File: src/rtl/spi_slave_param_if.sv
// spi_slave_param_if: pin-side and memory-side signals of the parametrised SPI slave.
// The master modport is the bench/SPI master plus the memory wrapper; the slave modport is the frame engine.
interface spi_slave_param_if #(
  parameter int DATA_W = 8
);
  localparam int FRAME_W = DATA_W + 2;

  logic               SS_n;
  logic               MOSI;
  logic               tx_valid;
  logic [DATA_W-1:0]  tx_data;
  logic               rx_valid;
  logic [FRAME_W-1:0] rx_data;
  logic               MISO;
  logic               tx_ready;
  logic               frame_err;
  logic               parity_err;

  modport master (
    output SS_n, MOSI, tx_valid, tx_data,
    input  rx_valid, rx_data, MISO, tx_ready, frame_err, parity_err
  );

  modport slave (
    input  SS_n, MOSI, tx_valid, tx_data,
    output rx_valid, rx_data, MISO, tx_ready, frame_err, parity_err
  );
endinterface

File: src/rtl/spi_slave_param.sv
// spi_slave_param: SPI slave frame engine, one SPI bit per clk cycle.
// Receives a 2-bit command + DATA_W payload frame MSB first, tracks the
// read-address / read-data sequence, and shifts DATA_W bits of read data out on MISO.
// Optional feature: define SPI_PARITY_EN to expect one odd-parity bit after each frame.
module spi_slave_param #(
  parameter int DATA_W = 8,
  parameter int CNT_W  = $clog2(DATA_W + 4)
) (
  input  logic               clk,
  input  logic               rst,
  spi_slave_param_if.slave   bus
);
  localparam int FRAME_W = DATA_W + 2;

  localparam logic [CNT_W-1:0] CNT_ONE     = CNT_W'(1);
  localparam logic [CNT_W-1:0] CNT_TX_LAST = CNT_W'(DATA_W - 1);
`ifdef SPI_PARITY_EN
  localparam logic [CNT_W-1:0] CNT_FRAME   = CNT_W'(FRAME_W);
`else
  localparam logic [CNT_W-1:0] CNT_LAST    = CNT_W'(FRAME_W - 1);
`endif

  typedef enum logic [2:0] {
    IDLE, CHK_CMD, WRITE, READ_ADD, READ_DATA, TX_WAIT, TX_SHIFT, HOLD
  } state_t;

  state_t             state_q, state_d;
  logic [CNT_W-1:0]   cnt_q, cnt_d;
  logic [FRAME_W-1:0] rx_data_q, rx_data_d;
  logic [DATA_W-1:0]  tx_reg_q, tx_reg_d;
  logic               add_exist_q, add_exist_d;
  logic               rx_valid_q, rx_valid_d;
  logic               miso_q, miso_d;
  logic               tx_ready_q, tx_ready_d;
  logic               frame_err_q, frame_err_d;
`ifdef SPI_PARITY_EN
  logic               parity_err_q, parity_err_d;
`endif
  logic               frame_done;

  // Next-state, shift-register and output-pulse logic; SS_n high overrides everything.
  always_comb begin
    state_d     = state_q;
    cnt_d       = cnt_q;
    rx_data_d   = rx_data_q;
    tx_reg_d    = tx_reg_q;
    add_exist_d = add_exist_q;
    rx_valid_d  = 1'b0;
    miso_d      = 1'b0;
    frame_err_d = 1'b0;
`ifdef SPI_PARITY_EN
    parity_err_d = 1'b0;
`endif
    frame_done  = 1'b0;

    if (bus.SS_n) begin
      // Deselect: abort whatever is going on; only an unfinished receive is an error.
      state_d = IDLE;
      cnt_d   = '0;
      if (state_q inside {CHK_CMD, WRITE, READ_ADD, READ_DATA}) frame_err_d = 1'b1;
    end else begin
      case (state_q)
        IDLE: begin
          state_d = CHK_CMD;
          cnt_d   = '0;
        end
        CHK_CMD: begin
          // First command bit; it ends up at FRAME_W-1 once the frame has shifted in.
          rx_data_d = {rx_data_q[FRAME_W-2:0], bus.MOSI};
          cnt_d     = CNT_ONE;
          if (!bus.MOSI)        state_d = WRITE;
          else if (add_exist_q) state_d = READ_DATA;
          else                  state_d = READ_ADD;
        end
        WRITE, READ_ADD, READ_DATA: begin
`ifdef SPI_PARITY_EN
          if (cnt_q == CNT_FRAME) begin
            // Parity edge: frame bits plus parity bit must hold an odd number of ones.
            if (^{rx_data_q, bus.MOSI}) begin
              frame_done = 1'b1;
            end else begin
              parity_err_d = 1'b1;
              state_d      = HOLD;
            end
          end else begin
            rx_data_d = {rx_data_q[FRAME_W-2:0], bus.MOSI};
            cnt_d     = cnt_q + CNT_ONE;
          end
`else
          rx_data_d = {rx_data_q[FRAME_W-2:0], bus.MOSI};
          cnt_d     = cnt_q + CNT_ONE;
          if (cnt_q == CNT_LAST) frame_done = 1'b1;
`endif
        end
        TX_WAIT: begin
          if (bus.tx_valid) begin
            tx_reg_d = bus.tx_data;
            cnt_d    = '0;
            state_d  = TX_SHIFT;
          end
        end
        TX_SHIFT: begin
          miso_d   = tx_reg_q[DATA_W-1];
          tx_reg_d = {tx_reg_q[DATA_W-2:0], 1'b0};
          cnt_d    = cnt_q + CNT_ONE;
          if (cnt_q == CNT_TX_LAST) state_d = HOLD;
        end
        HOLD: begin
          state_d = HOLD;
        end
        default: state_d = IDLE;
      endcase

      // A complete, accepted frame: publish it and advance the read sequence.
      if (frame_done) begin
        rx_valid_d = 1'b1;
        case (state_q)
          READ_ADD: begin
            add_exist_d = 1'b1;
            state_d     = HOLD;
          end
          READ_DATA: begin
            add_exist_d = 1'b0;
            state_d     = TX_WAIT;
          end
          default: state_d = HOLD;
        endcase
      end
    end

    tx_ready_d = (state_d == TX_WAIT);
  end

  // All state and registered outputs; rst clears them immediately.
  always_ff @(posedge clk or posedge rst) begin
    if (rst) begin
      state_q      <= IDLE;
      cnt_q        <= '0;
      rx_data_q    <= '0;
      tx_reg_q     <= '0;
      add_exist_q  <= 1'b0;
      rx_valid_q   <= 1'b0;
      miso_q       <= 1'b0;
      tx_ready_q   <= 1'b0;
      frame_err_q  <= 1'b0;
`ifdef SPI_PARITY_EN
      parity_err_q <= 1'b0;
`endif
    end else begin
      state_q      <= state_d;
      cnt_q        <= cnt_d;
      rx_data_q    <= rx_data_d;
      tx_reg_q     <= tx_reg_d;
      add_exist_q  <= add_exist_d;
      rx_valid_q   <= rx_valid_d;
      miso_q       <= miso_d;
      tx_ready_q   <= tx_ready_d;
      frame_err_q  <= frame_err_d;
`ifdef SPI_PARITY_EN
      parity_err_q <= parity_err_d;
`endif
    end
  end

  assign bus.rx_valid  = rx_valid_q;
  assign bus.rx_data   = rx_data_q;
  assign bus.MISO      = miso_q;
  assign bus.tx_ready  = tx_ready_q;
  assign bus.frame_err = frame_err_q;
`ifdef SPI_PARITY_EN
  assign bus.parity_err = parity_err_q;
`else
  assign bus.parity_err = 1'b0;
`endif
endmodule

File: src/flat_wrapper.sv
// flat-port wrapper written by rule: the top's interface ports become plain ports
module spi_slave_param_flat 
#(
  parameter int DATA_W = 8,
  parameter int CNT_W  = $clog2(DATA_W + 4)
)
  (clk, rst, bus_SS_n, bus_MOSI, bus_tx_valid, bus_tx_data, bus_rx_valid, bus_rx_data, bus_MISO, bus_tx_ready, bus_frame_err, bus_parity_err);
  spi_slave_param_if #(.DATA_W(DATA_W)) bus_i ();
  input  logic clk;
  input  logic rst;
  input wire logic [$bits(bus_i.SS_n)-1:0] bus_SS_n;
  input wire logic [$bits(bus_i.MOSI)-1:0] bus_MOSI;
  input wire logic [$bits(bus_i.tx_valid)-1:0] bus_tx_valid;
  input wire logic [$bits(bus_i.tx_data)-1:0] bus_tx_data;
  output wire logic [$bits(bus_i.rx_valid)-1:0] bus_rx_valid;
  output wire logic [$bits(bus_i.rx_data)-1:0] bus_rx_data;
  output wire logic [$bits(bus_i.MISO)-1:0] bus_MISO;
  output wire logic [$bits(bus_i.tx_ready)-1:0] bus_tx_ready;
  output wire logic [$bits(bus_i.frame_err)-1:0] bus_frame_err;
  output wire logic [$bits(bus_i.parity_err)-1:0] bus_parity_err;
  assign bus_i.SS_n = bus_SS_n;
  assign bus_i.MOSI = bus_MOSI;
  assign bus_i.tx_valid = bus_tx_valid;
  assign bus_i.tx_data = bus_tx_data;
  assign bus_rx_valid = bus_i.rx_valid;
  assign bus_rx_data = bus_i.rx_data;
  assign bus_MISO = bus_i.MISO;
  assign bus_tx_ready = bus_i.tx_ready;
  assign bus_frame_err = bus_i.frame_err;
  assign bus_parity_err = bus_i.parity_err;
  spi_slave_param #(.DATA_W(DATA_W), .CNT_W(CNT_W)) u_core (.clk(clk), .rst(rst), .bus(bus_i));
endmodule
File: config.mk
export PLATFORM = sky130hd
export DESIGN_NAME = spi_slave_param_flat
export DESIGN_NICKNAME = d
export VERILOG_FILES = /design/src/rtl/spi_slave_param_if.sv /design/src/rtl/spi_slave_param.sv /design/src/flat_wrapper.sv
export SDC_FILE = /design/constraint.sdc
export NUM_CORES = 1
export LEC_CHECK = 0
export CAP_MARGIN = 20
export CORE_MARGIN = 3
export CORE_UTILIZATION = 25
export CTS_CLUSTER_DIAMETER = 30
export DETAILED_ROUTE_END_ITERATION = 12
export HOLD_SLACK_MARGIN = 0.1
export PLACE_DENSITY_LB_ADDON = 0.12
export SLEW_MARGIN = 20
export SYNTH_ARGS = -nofsm -noshare
export SYNTH_HDL_FRONTEND = slang
export SYNTH_SLANG_ARGS = --single-unit
File: constraint.sdc
create_clock -name clk -period 4.5 [get_ports clk]
set_clock_uncertainty 0.15 [all_clocks]
set_input_delay 0.45 -clock clk [delete_from_list [all_inputs] [get_ports clk]]
set_output_delay 0.45 -clock clk [all_outputs]
set_load 0.01 [all_outputs]
==> results by group <==
Critical path
  • Critical path required time: 4.54 ns
  • CP Launch Type: input port
  • WS Path Type: input port to flop
  • Critical path's slowest cell: clkdlybuf4s50_1
  • Flop-to-flop setup slack: 2.58 ns
  • Crit path buffers/inverters: 1
  • Worst Path Max Fanout: 16
  • CP top delay family: buffers and inverters
  • Arr. time, crit path: 1.97 ns
  • Worst setup EP type: flop
  • Cell Chain, Critical Path: clkdlybuf4s50_1 -> nand2b_1 -> a21oi_4 -> nand3_1 -> o21ai_0
  • Crit-path max cell delay: 0.66 ns

Synthesis
  • Top post-synthesis cells by area: dfrtp_1 50%, mux2_2 7.5%, mux2i_1 5.4%, a21oi_1 3.7%, nor2_1 3.0%
  • Post-Syn Instances: 134
  • Ys Warns: 0
  • Ys flop type: dfrtp_1
  • Cell taking the most area after synthesis: dfrtp_1
  • Register bit total from synthesis: 30
  • Ys async rst share: 100%
  • Avg Inst Size Synth: 11.2 µm²
  • Synth top area share: 50.2%
  • Post-Syn Nets: 149
  • Seq/Total Area, Yosys: 50.2%
  • Mapped Area: 1500 µm²
  • Post-synth EDFFs: 0
  • Distinct cells, synth: 39

Global route
  • Overflow after GRT: 0
  • Pin count of the biggest net entering global routing: 31
  • First-pass GRT wire length: 5320 µm
  • Vias in the first global route: 1083
  • GRT Util Overall: 9.49%
  • Antenna violations before repair: 0

Timing
  • Count of final setup violators: 0
  • Worst Max-Slew Pin Slew: 0.537 ns
  • Final setup margin: 2.57 ns
  • Relative max-transition margin: 64.2%
  • RSZ-0062 raised after global routing: no
  • Final worst-path cycle share: 42.9%
  • Min Tclk post-route: 1.93 ns
  • Fin. Hold Viols: 0
  • Max Freq: 518 MHz
  • Setup Total Neg Slack: 0 ns
  • Slew Limit Fails: 0

Final layout
  • Most frequent cells in the layout: 30 x dfrtp_1, 26 x clkdlybuf4s50_1, 12 x nor2_1, 11 x a21oi_1, 10 x mux2_2
  • Area of the multi-input gates: 667 µm²
  • Area delta synth->final: 26.9%
  • Fill count: 580
  • Register Area: 751 µm²
  • Final Cell Area: 1900 µm²
  • Nets: 177
  • Layout Cells excl Fill: 235
  • Most common cell after layout, fill and taps aside: dfrtp_1
  • Number of diodes: 0
  • Share of layout cells above drive strength 1: 17.8%

Pwr
  • Leakage Power: 0.848 nW
  • Logic pwr share: 31.6%
  • NetSw: 0.292 mW
  • Pint: 0.668 mW
  • Seq pwr share: 45.4%
  • Peak supply drop: 0.150 mV
  • Pwr/cell area: 506 nW/µm²
  • Sw frac: 30.4%
  • Clk pwr share: 23.0%

Clocking
  • CTS resizes: 0
  • Total CTS buffers: 5
  • Worst skew pair latency: 0.27 ns
  • Worst-path clk slew: 0.06 ns
  • CTS max path bufs: 2
  • CTS Hold Bufs: 0
  • Sink Count: 30
  • Setup bufs post-CTS: 0
  • CTS tree: yes
  • Clock root cell: clkbuf_8
  • Number of H-tree levels: 2

Detailed routing
  • Vias: 1040
  • Initial drt markers: 45
  • Detail-routed via count per cell: 4.43
  • Routed Antenna Nets: 0
  • Post-Route WL: 3010 µm
  • DRC viols: 0
  • Drt pass-1 iters: 4
  • Routed WL per cell: 12.8 µm

Floorplan
  • Rows: 27
  • Initial Util: 26.5%
  • Die Area: 6940 µm²
  • CORE AREA: 5640 µm²
  • Chip width: 83.3 µm
  • Die Span Y: 83.3 µm
  • Io pins: 28

Placed design
  • Detailed placement HPWL: 2100 µm
  • Routability cong.: 0.839
  • Place WS: 2.25 ns
  • Placed cell count: 227
  • Port bufs: 26
  • Placed cell area: 1810 µm²

Status
  • Status: completed

Hold path
  • Hold/Removal Path Class: flop to flop

Run
  • MaxCap Viol Count: 0
## cell usage after synthesis (2+ instances only)
cell	number
dfrtp_1	30
nor2_1	12
a21oi_1	11
mux2_2	10
inv_1	8
mux2i_1	8
nand2_1	7
nand2b_1	3
nor2b_1	3
nor3b_1	3
o21ai_0	3
a211oi_1	2
a22o_1	2
a31oi_1	2
buf_2	2
buf_4	2
buf_6	2
ha_1	2
nand3_1	2
## cell type report
class	count	area share, %
inverters	8	1.58
flip-flops and latches	30	39.6
multi-input cells	90	35.2
well taps	72	4.75
clock inverters	1	0.264
repair buffers	27	14.1
clock buffers	7	4.55
## worst paths after layout
kind,from,to,cells after the start
setup / recovery,bus_SS_n,u_core.tx_reg_q[0]$_DFFE_PP0P_,5
hold / removal,u_core.bus.rx_data[9]$_DFFE_PP0P_,u_core.bus.rx_data[9]$_DFFE_PP0P_,1
setup reg to reg,u_core.state_q[1]$_DFF_PP0_,u_core.bus.rx_data[0]$_DFFE_PP0P_,4
hold reg to reg,u_core.bus.rx_data[9]$_DFFE_PP0P_,u_core.bus.rx_data[9]$_DFFE_PP0P_,1
max in group asynchronous,rst,u_core.cnt_q[3]$_DFFE_PP0P_,3
min in group asynchronous,rst,u_core.bus.rx_data[9]$_DFFE_PP0P_,3
## flip-flops by register name, summed over array words and instances, names as in the netlist
name                  flops
u_core.bus.frame_err      1
u_core.bus.rx_data       10
u_core.bus.tx_ready       1
u_core.state_q            3
u_core.bus.MISO           1
u_core.bus.rx_valid       1
u_core.tx_reg_q           8
u_core.cnt_q              4
u_core.add_exist_q        1
## cells by family after synthesis
| family | share of synthesized area [%] |
|---|---|
| and+or+nand+nor | 16.4 |
| DFF | 50.2 |
| AOI/OAI and AO/OA | 12.3 |
| muxes | 12.9 |
| buffers and inverters | 5.19 |
| adders and majority gates | 1.67 |
| other | 0.251 |
| xor gates and xnor gates | 1.09 |
## per-layer routing
metal	up-vias	routed length, µm	GRT usage, %
met5	-	0	0
met4	0	45	3.57
met3	6	147	3.67
met2	19	1420	15.2
met1	496	1400	11.5
li1	519	-	-
## stage by stage
stage          hold WS, ns  util [%]  power (mW)
3_3_place_gp         0.340      32.0       0.739
5_1_grt              0.395      33.6        1.03
3_5_place_dp         0.357      32.0       0.752
4_1_cts              0.372      33.6       0.979
2_1_floorplan        0.336         -       0.608
6_report             0.367      33.6       0.959
## power groups by stage
stage / Clock, mW / Sequential, mW / Combinational, mW
2_1_floorplan: 0 / 0.440 / 0.169
3_3_place_gp: 0 / 0.435 / 0.304
3_5_place_dp: 0 / 0.442 / 0.310
4_1_cts: 0.232 / 0.436 / 0.311
5_1_grt: 0.245 / 0.450 / 0.334
6_report: 0.220 / 0.436 / 0.303
Note: power is estimated with default switching activity, not from simulation.
